===== config.mk =====
export PLATFORM = sky130hd
export DESIGN_NAME = riscv_hazard_scoreboard
export DESIGN_NICKNAME = d
export VERILOG_FILES = /design/src/rtl/riscv_hazard_scoreboard.sv
export SDC_FILE = /design/constraint.sdc
export NUM_CORES = 1
export LEC_CHECK = 0
export CELL_PAD_IN_SITES_DETAIL_PLACEMENT = 0
export CELL_PAD_IN_SITES_GLOBAL_PLACEMENT = 1
export CORE_MARGIN = 4
export CORE_UTILIZATION = 28
export CTS_BUF_LIST = sky130_fd_sc_hd__clkbuf_8
export CTS_CLUSTER_DIAMETER = 30
export CTS_CLUSTER_SIZE = 25
export DETAILED_ROUTE_END_ITERATION = 8
export PLACE_DENSITY = 0.78
export SYNTH_ARGS = -nofsm -noshare
export SYNTH_HDL_FRONTEND = slang
export SYNTH_SLANG_ARGS = --single-unit

===== constraint.sdc =====
create_clock -name i_clk -period 1.45 [get_ports i_clk]
set_input_delay 0.145 -clock i_clk [delete_from_list [all_inputs] [get_ports i_clk]]
set_output_delay 0.145 -clock i_clk [all_outputs]
set_load 0.02 [all_outputs]

===== src/rtl/riscv_hazard_scoreboard.sv =====
// Hazard/forwarding scoreboard for the 5-stage RV32I pipeline: shadow EX/MEM/WB register usage,
// stall/flush/forward generation; optional perf counters under HAZARD_PERF_COUNTERS_EN.
module riscv_hazard_scoreboard #(
    parameter int NUM_REGS        = 32,
    parameter int REG_ADDR_W      = $clog2(NUM_REGS),
    parameter int LOAD_USE_STALLS = 1,
    parameter int CNT_WIDTH       = 32
) (
    input  logic                  i_clk,
    input  logic                  i_reset,
    input  logic                  i_id_valid,
    input  logic [REG_ADDR_W-1:0] i_id_rs1,
    input  logic [REG_ADDR_W-1:0] i_id_rs2,
    input  logic                  i_id_rs1_used,
    input  logic                  i_id_rs2_used,
    input  logic [REG_ADDR_W-1:0] i_id_rd,
    input  logic                  i_id_reg_write,
    input  logic                  i_id_is_load,
    input  logic                  i_branch_taken,
    input  logic                  i_jump_taken,
    input  logic                  i_hold,
    output logic                  o_stall,
    output logic                  o_flush,
    output logic [1:0]            o_fwd_a,
    output logic [1:0]            o_fwd_b,
    output logic [CNT_WIDTH-1:0]  o_stall_count,
    output logic [CNT_WIDTH-1:0]  o_flush_count
);

    typedef struct packed {
        logic                  valid;
        logic [REG_ADDR_W-1:0] rd;
        logic                  reg_write;
        logic                  is_load;
        logic [REG_ADDR_W-1:0] rs1;
        logic [REG_ADDR_W-1:0] rs2;
        logic                  rs1_used;
        logic                  rs2_used;
    } entry_t;

    localparam int ENTRY_W = $bits(entry_t);

    entry_t ex_q, mem_q, wb_q, ex_d;
    logic   redirect_s, hz_ex_s, hz_mem_s, hz_s;
    logic   unused_fields_s;

    function automatic logic writes_reg(entry_t e, logic [REG_ADDR_W-1:0] r);
        return e.valid & e.reg_write & (e.rd == r) & (r != {REG_ADDR_W{1'b0}});
    endfunction

    // A load still in MEM cannot forward, so it falls through to the WB check.
    function automatic logic [1:0] fwd_sel(logic used, logic [REG_ADDR_W-1:0] r,
                                           entry_t ex, entry_t mem, entry_t wb);
        logic [1:0] sel;
        if (!(ex.valid & used)) begin
            sel = 2'b00;
        end else if (writes_reg(mem, r) & !mem.is_load) begin
            sel = 2'b01;
        end else if (writes_reg(wb, r)) begin
            sel = 2'b10;
        end else begin
            sel = 2'b00;
        end
        return sel;
    endfunction

    // Hazard detection, control outputs and next EX entry.
    always_comb begin
        redirect_s = i_branch_taken | i_jump_taken;
        hz_ex_s    = ex_q.is_load &
                     ((i_id_rs1_used & writes_reg(ex_q, i_id_rs1)) |
                      (i_id_rs2_used & writes_reg(ex_q, i_id_rs2)));
        if (LOAD_USE_STALLS == 2) begin
            hz_mem_s = mem_q.is_load &
                       ((i_id_rs1_used & writes_reg(mem_q, i_id_rs1)) |
                        (i_id_rs2_used & writes_reg(mem_q, i_id_rs2)));
        end else begin
            hz_mem_s = 1'b0;
        end
        hz_s    = i_id_valid & (hz_ex_s | hz_mem_s);
        o_flush = redirect_s & !i_hold;
        o_stall = i_hold | (hz_s & !redirect_s);
        o_fwd_a = fwd_sel(ex_q.rs1_used, ex_q.rs1, ex_q, mem_q, wb_q);
        o_fwd_b = fwd_sel(ex_q.rs2_used, ex_q.rs2, ex_q, mem_q, wb_q);
        ex_d    = {ENTRY_W{1'b0}};
        if (redirect_s | hz_s) begin
            ex_d = {ENTRY_W{1'b0}};
        end else begin
            ex_d.valid     = i_id_valid;
            ex_d.rd        = i_id_rd;
            ex_d.reg_write = i_id_reg_write;
            ex_d.is_load   = i_id_is_load;
            ex_d.rs1       = i_id_rs1;
            ex_d.rs2       = i_id_rs2;
            ex_d.rs1_used  = i_id_rs1_used;
            ex_d.rs2_used  = i_id_rs2_used;
        end
    end

    // Shadow pipeline advance; everything freezes while held.
    always_ff @(posedge i_clk) begin
        if (i_reset) begin
            ex_q  <= {ENTRY_W{1'b0}};
            mem_q <= {ENTRY_W{1'b0}};
            wb_q  <= {ENTRY_W{1'b0}};
        end else if (!i_hold) begin
            wb_q  <= mem_q;
            mem_q <= ex_q;
            ex_q  <= ex_d;
        end
    end

    assign unused_fields_s = ^{mem_q.rs1, mem_q.rs2, mem_q.rs1_used, mem_q.rs2_used,
                               wb_q.rs1, wb_q.rs2, wb_q.rs1_used, wb_q.rs2_used, wb_q.is_load};

`ifdef HAZARD_PERF_COUNTERS_EN
    logic [CNT_WIDTH-1:0] stall_cnt_q, flush_cnt_q;
    localparam logic [CNT_WIDTH-1:0] CNT_MAX = {CNT_WIDTH{1'b1}};
    localparam logic [CNT_WIDTH-1:0] CNT_ONE = {{(CNT_WIDTH-1){1'b0}}, 1'b1};

    // Saturating hazard counters; held stall cycles are not charged.
    always_ff @(posedge i_clk) begin
        if (i_reset) begin
            stall_cnt_q <= {CNT_WIDTH{1'b0}};
            flush_cnt_q <= {CNT_WIDTH{1'b0}};
        end else begin
            if (o_stall && !i_hold && (stall_cnt_q != CNT_MAX)) begin
                stall_cnt_q <= stall_cnt_q + CNT_ONE;
            end
            if (o_flush && (flush_cnt_q != CNT_MAX)) begin
                flush_cnt_q <= flush_cnt_q + CNT_ONE;
            end
        end
    end

    assign o_stall_count = stall_cnt_q;
    assign o_flush_count = flush_cnt_q;
`else
    assign o_stall_count = {CNT_WIDTH{1'b0}};
    assign o_flush_count = {CNT_WIDTH{1'b0}};
`endif

endmodule


### Yosys cells after proc, flatten, opt, wreduce, memory -nomap -nowiden

Cells that the tools add are included.

* muxes and demuxes: 7
* reduce and logical (&&, ||, !) cells: 7
* equality and inequality tests: 6
* bitwise gates (word level): 29

Operator list (count)
* equality test 5 bit: 6
* AND 1 bit: 25
* two-way mux 20 bit: 1
* nonzero test 5 bit: 4
* two-way mux 2 bit: 6
* OR 1 bit: 4
* zero test 1 bit: 3

* bits of input ports: 25
* register bits after elaboration: 35
* output and inout port bits: 70
* logic and storage cells: 64

### Depth between registers and ports, before layout

Gate-level depths: netlist (run 1).

* word-level depth: 9
* mapped depth: 6
* depth with buffers taken out: 5

### Worst setup path before layout (run 1)

OpenSTA, ideal clock, no wires.

* path kind: register -> output
* start point: register ex_q[2] (netlist bit)
* end point: output o_fwd_b[1]
* path slack: -0.434 ns
* data arrival time: 1.739 ns
* stages on the path, launching flop included: 5
* required time: 1.305 ns
* buffers on the path: 0
* path through: dfxtp_1 > or4_1 > nor2_1 > nor4_1 > nor4_1

* word-level cells in the longest chain between the ends: 6
* elaborated cells between the ends (all ways): 11
* those cells by class: eq/ne: 2; mux: 3; bitwise: 5; reduce/logical: 1

Ends and longest elaborated chain
* from (decl): line 43 `entry_t ex_q, mem_q, wb_q, ex_d;`
* from (signal assigned): line 103 `ex_q <= {ENTRY_W{1'b0}};`
* equality test 5 bit: line 48 `return e.valid & e.reg_write & (e.rd == r) & (r != {REG_ADDR_W{1'b0}});`
* AND 1 bit (2 in series): line 48
* two-way mux 2 bit or AND 1 bit (tied branches): line 59, 57
* two-way mux 2 bit *: line 57 `end else if (writes_reg(mem, r) & !mem.is_load) begin`
* two-way mux 2 bit *: line 55 `if (!(ex.valid & used)) begin`
* to (decl): line 25 `output logic [1:0] o_fwd_b,`

Every way passes the cells marked *; elsewhere a longest branch is shown, timed or not.

### Worst setup path in the final report (run 1)

* start point: register ex_q[7] (netlist bit)
* end point: output o_fwd_a[0]

* word-level cells in the longest chain between the ends: 6
* elaborated cells between the ends (all ways): 7
* those cells by class: eq/ne: 1; mux: 2; bitwise: 3; reduce/logical: 1

Ends and longest elaborated chain
* equality test 5 bit: line 48
* AND 1 bit: line 48
* AND 1 bit *: line 48
* AND 1 bit *: line 57
* two-way mux 2 bit *: line 57
* two-way mux 2 bit *: line 55
* to (decl): line 24 `output logic [1:0] o_fwd_a,`

Marks and branches as above.

==> metrics, run 1 <==
setup TNS=-6.29 ns; leakage=0.00130 uW; fmax=0.539 GHz; Sink Count=35; H-tree depth=2; Yosys top cell area share=0.334; root buffer cell=clkbuf_8; CTS Buf Count=5; critical path launch point type=flop; final setup violation count=25; multi-input logic area=1220 um^2; first-pass GRT wire length=8.12 mm; via-per-instance ratio=4.10; synthesis-stage register bit count=35; largest net degree at the start of global routing=17; num rows=31; Ports=95; Hold Startpoint=i_id_rs1[0]; Final Hold Fails=0; initial antenna violation count=0; Design Area, Final=2870 um^2; crit path buf inv count=1; CP delay by family, top=simple AND/OR/NAND/NOR gates; sequential fraction of the synthesis area=0.334; reg-to-reg critical path endpoint=ex_q[2]; most common flop cell mapped by yosys=dfxtp_1; RePlAce Congestion=0.873; maximum capacitance violations=0; Reg2Reg Depth=7; global route overflow=0; outcome=complete, but fails checks; DIE WIDTH=94.5 um; # fillers=729; critical-path maximum fanout=4; maximum VDD drop=0.400 mV; top cells by area, synth=dfxtp_1 33%, buf_4 23%, a22o_1 8.4%; Hold EP=ex_q[7]; Crit path arrival time=1.71 ns; worst-path cell chain=or4_4 -> nor2_4 -> nor4_4 -> and3_1 -> buf_4; Sequential Area=717 um^2; DR WL/cell=12.5 um; Min-Delay Path Class=in2reg; diode count=0; Post-synth ARST share=0; synthesized area per cell=9.36 um^2; DRC=0; worst hold stages=2; failing checks=setup timing; total die area=8940 um^2; cell area after synthesis=2100 um^2; Worst path max stage delay=0.52 ns; Power Dens Cells=768 nW/um^2; CTS tree=built; area leader, netlist=dfxtp_1; # hold bufs at CTS=0; clk slew on worst S/H paths=0.07 ns; starting density of the core=0.289; Final Net Count=329; Vias=1658; vias in the first global route=1648; endpoint class of the critical path=output port; CP Class=reg2out; Yosys warning count=0; synth unique cells=28; final wirelength=5.06 mm; Final Max Slew Viols=0; CP Data Required Time=1.31 ns; RSZ-0062 raised after global routing=true; Max Buffers Root-to-Sink=2; cell count after synthesis=224; all-layer global routing usage=0.118; final worst-path cycle share=1.28; drt first pass iters=4; Skew-Pair Late Insertion Delay=0.28 ns; Post-DP HPWL=4.12 mm; drt initial violations=88; launch point of the worst path=ex_q[7]; setup ws final=-0.407 ns; Max Clock Skew=0.00251 ns; Core Area=7250 um^2; RR Startpoint=ex_q[15]; flop-to-flop setup slack=-0.22 ns; Layout area overhead=36.8%; share of layout cells above drive strength 1=0.298; Crit-path slowest cell=or4_4; Area after DPL=2700 um^2; Antenna Nets Post-Route=0; crit path time final=1.86 ns; EDFF count, synth=0; Chip Height=94.5 um; Buffers on Ports=30
## area by class of cell
class | count | area share
clock inverters | 1 | 0.00131
well taps | 99 | 0.0432
multi-input cells | 178 | 0.425
inverters | 2 | 0.00262
repair buffers | 82 | 0.244
flip-flops and latches | 35 | 0.250
clock buffers | 7 | 0.0336
## per-stage QoR
step | setup slack, ns | util | total power, uW | hold WS [ns] | std cells
after floorplan | -0.0663 | - | 1420 | 0.284 | 287
after global placement | -0.820 | 0.373 | 1450 | 0.469 | 393
after detailed placement | -0.845 | 0.373 | 1450 | 0.489 | 393
after CTS | -0.417 | 0.392 | 2220 | 0.308 | 404
after global routing | -0.492 | 0.395 | 2300 | 0.327 | 404
final | -0.407 | 0.395 | 2200 | 0.314 | 404
## layout by cell type, fill, tap and decap left out, types with 4 or more instances in the layout
cell type,synthesis,final
nor4_4,0,4
buf_6,2,5
buf_4,64,51
clkdlybuf4s50_1,0,21
xor2_1,9,9
conb_1,1,64
clkbuf_8,0,7
a22o_1,20,20
mux2i_1,15,15
dfxtp_1,35,26
dfxtp_2,0,7
nor2_1,18,15
nand4_1,5,5
xnor2_1,19,18
## cells by family (layout without fill, tap and decap cells)
family	count (synthesis)	after routing	synth area share
buf+inv	74	92	0.255
flops	35	35	0.334
compound gates	27	27	0.107
mux	15	15	0.0716
simple gates	44	44	0.113
other cells	1	64	0.00179
xor+xnor	28	28	0.117
## sequential cells by signal, summed over array words and instances, names as in the netlist
signal and count:
wb_q 7, ex_q 20, mem_q 8
## worst max path at each step
stage | endpoint | slack [ns] | depth (start not counted)
2_1_floorplan | o_fwd_b[1] | -0.07 | 4
3_5_place_dp | o_stall | -0.84 | 7
6_report | o_fwd_a[0] | -0.41 | 5
4_1_cts | o_fwd_a[0] | -0.42 | 5
3_3_place_gp | o_stall | -0.82 | 7
5_1_grt | o_fwd_a[0] | -0.49 | 6
## worst register-to-register path, stage by stage, from the launching register on
cell	delay, ns
dfxtp_4	0.36
xor2_1	0.14
nor4_1	0.25
and4b_2	0.30
buf_6	0.11
a211oi_4	0.04
buf_12	0.16
a22o_1	0.21
## Yosys cell counts (2+ instances only)
cell type and count:
buf_4 64, dfxtp_1 35, a22o_1 20, xnor2_1 19, nor2_1 18, mux2i_1 15, xor2_1 9, nor4_1 7
nand4_1 5, clkbuf_1 4, and3_1 3, o21ai_0 3, buf_2 2, buf_6 2, inv_1 2, nand3_1 2
nor2b_1 2, or4_1 2
## power by group
group | leakage, uW | switching, uW | internal, uW
sequential | 0.000288 | 18.9 | 977
combinational | 0.000956 | 270 | 171
clock | 0.0000557 | 341 | 426
## repair_timing
action	in CTS	in global routing
pin swaps	6	0
buffers inserted	3	0
resized for setup	40	11
setup endpoints to repair	26	26
## metal layers
metal  part of all wire  GRT usage
met1               0.44      0.147
met2               0.47      0.188
met3              0.060     0.0295
met4              0.029     0.0613
met5                  0          0
No activity file was read; power rests on OpenSTA's default activity.
==> inputs of run 2 (changes only) <==
- REMOVE_ABC_BUFFERS: default -> 1
==> metrics, run 2 (synthesized netlist as in run 1, its figures left out) <==
layer with the highest usage=met2; Skew-Pair Late Insertion Delay=0.28 ns; drt first pass iters=4; most common cell after layout, fill and taps aside=conb_1; global route overflow=0; # hold bufs at CTS=0; setup ws final=-0.570 ns; RePlAce Congestion=0.875; via-per-instance ratio=4.12; share of layout cells above drive strength 1=0.308; Antenna Nets Post-Route=0; Layout area overhead=38.2%; Hold EP=ex_q[19]; total die area=8940 um^2; dpl ws=-0.892 ns; total power=2110 uW; Hold Startpoint=i_id_valid; largest net degree at the start of global routing=17; RR Startpoint=ex_q[15]; Vias=1665; reg-to-reg critical path endpoint=ex_q[5]; maximum VDD drop=0.451 mV; first-pass GRT wire length=7.58 mm; # fillers=718; maximum capacitance violations=0; leakage=0.00133 uW; commonest cells after routing, fill and taps aside=64 x conb_1, 44 x buf_4, 24 x dfxtp_1; Hold WS=0.238 ns; critical path launch point type=flop; H-tree depth=2; DIE WIDTH=94.5 um; final worst-path cycle share=1.39; Core Area=7250 um^2; Core Util, Final=0.400; CTS tree=built; Sink Count=35; Final Hold Fails=0; Final Net Count=329; Non-Filler Instances=404; CTS Buf Count=5; starting density of the core=0.289; Largest Register=ex_q; all-layer global routing usage=0.110; endpoint class of the critical path=output port; clk slew on worst S/H paths=0.07 ns; root buffer cell=clkbuf_8; Crit path arrival time=1.87 ns; failing checks=setup timing; drt initial violations=55; CP Data Required Time=1.31 ns; Crit-path slowest cell=or4_4; Post-DP HPWL=3.86 mm; Largest register FFs=20; Max Clock Skew=0.00484 ns; Chip Height=94.5 um; vias in the first global route=1559; RSZ-0062 raised after global routing=true; DR WL/cell=12.8 um; Reg2Reg Depth=9; crit path time final=2.02 ns; DRC=0; met3 usage=0.0327; met1 Use GR=0.127; final setup violation count=25; biggest regs=ex_q: 20 flops, mem_q: 8 flops, wb_q: 7 flops; final wirelength=5.17 mm; Ports=95; worst-path cell chain=or4_4 -> nor2_4 -> buf_4 -> buf_4 -> buf_4 -> nor4_2 -> buf_4 -> buf_6; Power Dens Cells=729 nW/um^2; CP most frequent cell=buf_4; critical-path maximum fanout=2; worst hold stages=2; Post-Place Cells=389; num rows=31; initial antenna violation count=0; Worst path max stage delay=0.54 ns; fmax=0.495 GHz; outcome=complete, but fails checks; flop-to-flop setup slack=-0.31 ns; diode count=0; Min-Delay Path Class=in2reg; Buffers on Ports=30; CP Class=reg2out; Max Buffers Root-to-Sink=2; met2 usage=0.186; Final Max Slew Viols=0
[run 2: cell types whose count changed in the layout (fill, tap and decap cells not counted), sizes merged]
| cell | before | now |
|---|---|---|
| clkbuf | 7 | 5 |
| clkinv | 0 | 1 |
| dlygate4sd2 | 3 | 6 |
| inv | 3 | 4 |
| dlymetal6s2s | 0 | 2 |
| buf | 58 | 57 |
| clkdlybuf4s50 | 21 | 17 |
[run 2: worst max-delay path, delay by kind of cell (launching register included)]
family / cells / cell delay (ns)
buffers and inverters: 5 / 0.56
flip-flops: 1 / 0.32
AND/OR/NAND/NOR: 3 / 0.71
[run 2: routing by layer]
layer / vias to the layer above / wire length, um
li1: 799 / -
met1: 778 / 2030
met2: 79 / 2540
met3: 9 / 451
met4: 0 / 146
met5: - / 0
[run 2: stage by stage]
stage / instance area, um^2 / setup TNS (ns)
6_report: 2900 / -7.14
5_1_grt: 2900 / -9.46
4_1_cts: 2780 / -6.59
3_5_place_dp: 2570 / -16.29
3_3_place_gp: 2570 / -16.34
2_1_floorplan: 1810 / -8.02
[run 2: layout make-up]
class | instances | area (um^2) | area share
Clock inverter | 3 | 12.5 | 0.00432
Sequential cell | 35 | 714 | 0.247
Clock buffer | 5 | 68.8 | 0.0237
Multi-Input combinational cell | 178 | 1250 | 0.430
Inverter | 2 | 7.51 | 0.00259
Tap cell | 99 | 124 | 0.0427
Timing Repair Buffer | 82 | 724 | 0.250
[run 2: worst max-delay path by stage]
stage                     cells past startpoint          to   startpoint
after floorplan                               4  o_fwd_b[1]      ex_q[2]
after global placement                        7     o_stall  i_id_rs2[1]
after detailed placement                      7     o_stall  i_id_rs2[1]
after CTS                                     6  o_fwd_b[1]      ex_q[4]
after global routing                          6  o_fwd_b[1]      ex_q[5]
final                                         8  o_fwd_b[1]      ex_q[5]
[run 2: timing repair]
item                       in CTS  in global routing
setup buffers                   3                  2
gates cloned                    1                  1
pin swaps                      16                 23
resized for setup              66                 20
hold endpoints to repair        0                  0
setup endpoints to repair      26                 25
[run 2: where the power goes]
group	total, uW	leakage, uW	switching [uW]	internal (uW)
Sequential	996	0.000288	16.5	980
Combinational	452	0.000987	280	172
Clock	664	0.0000505	341	323
Total	2110	0.00133	637	1480
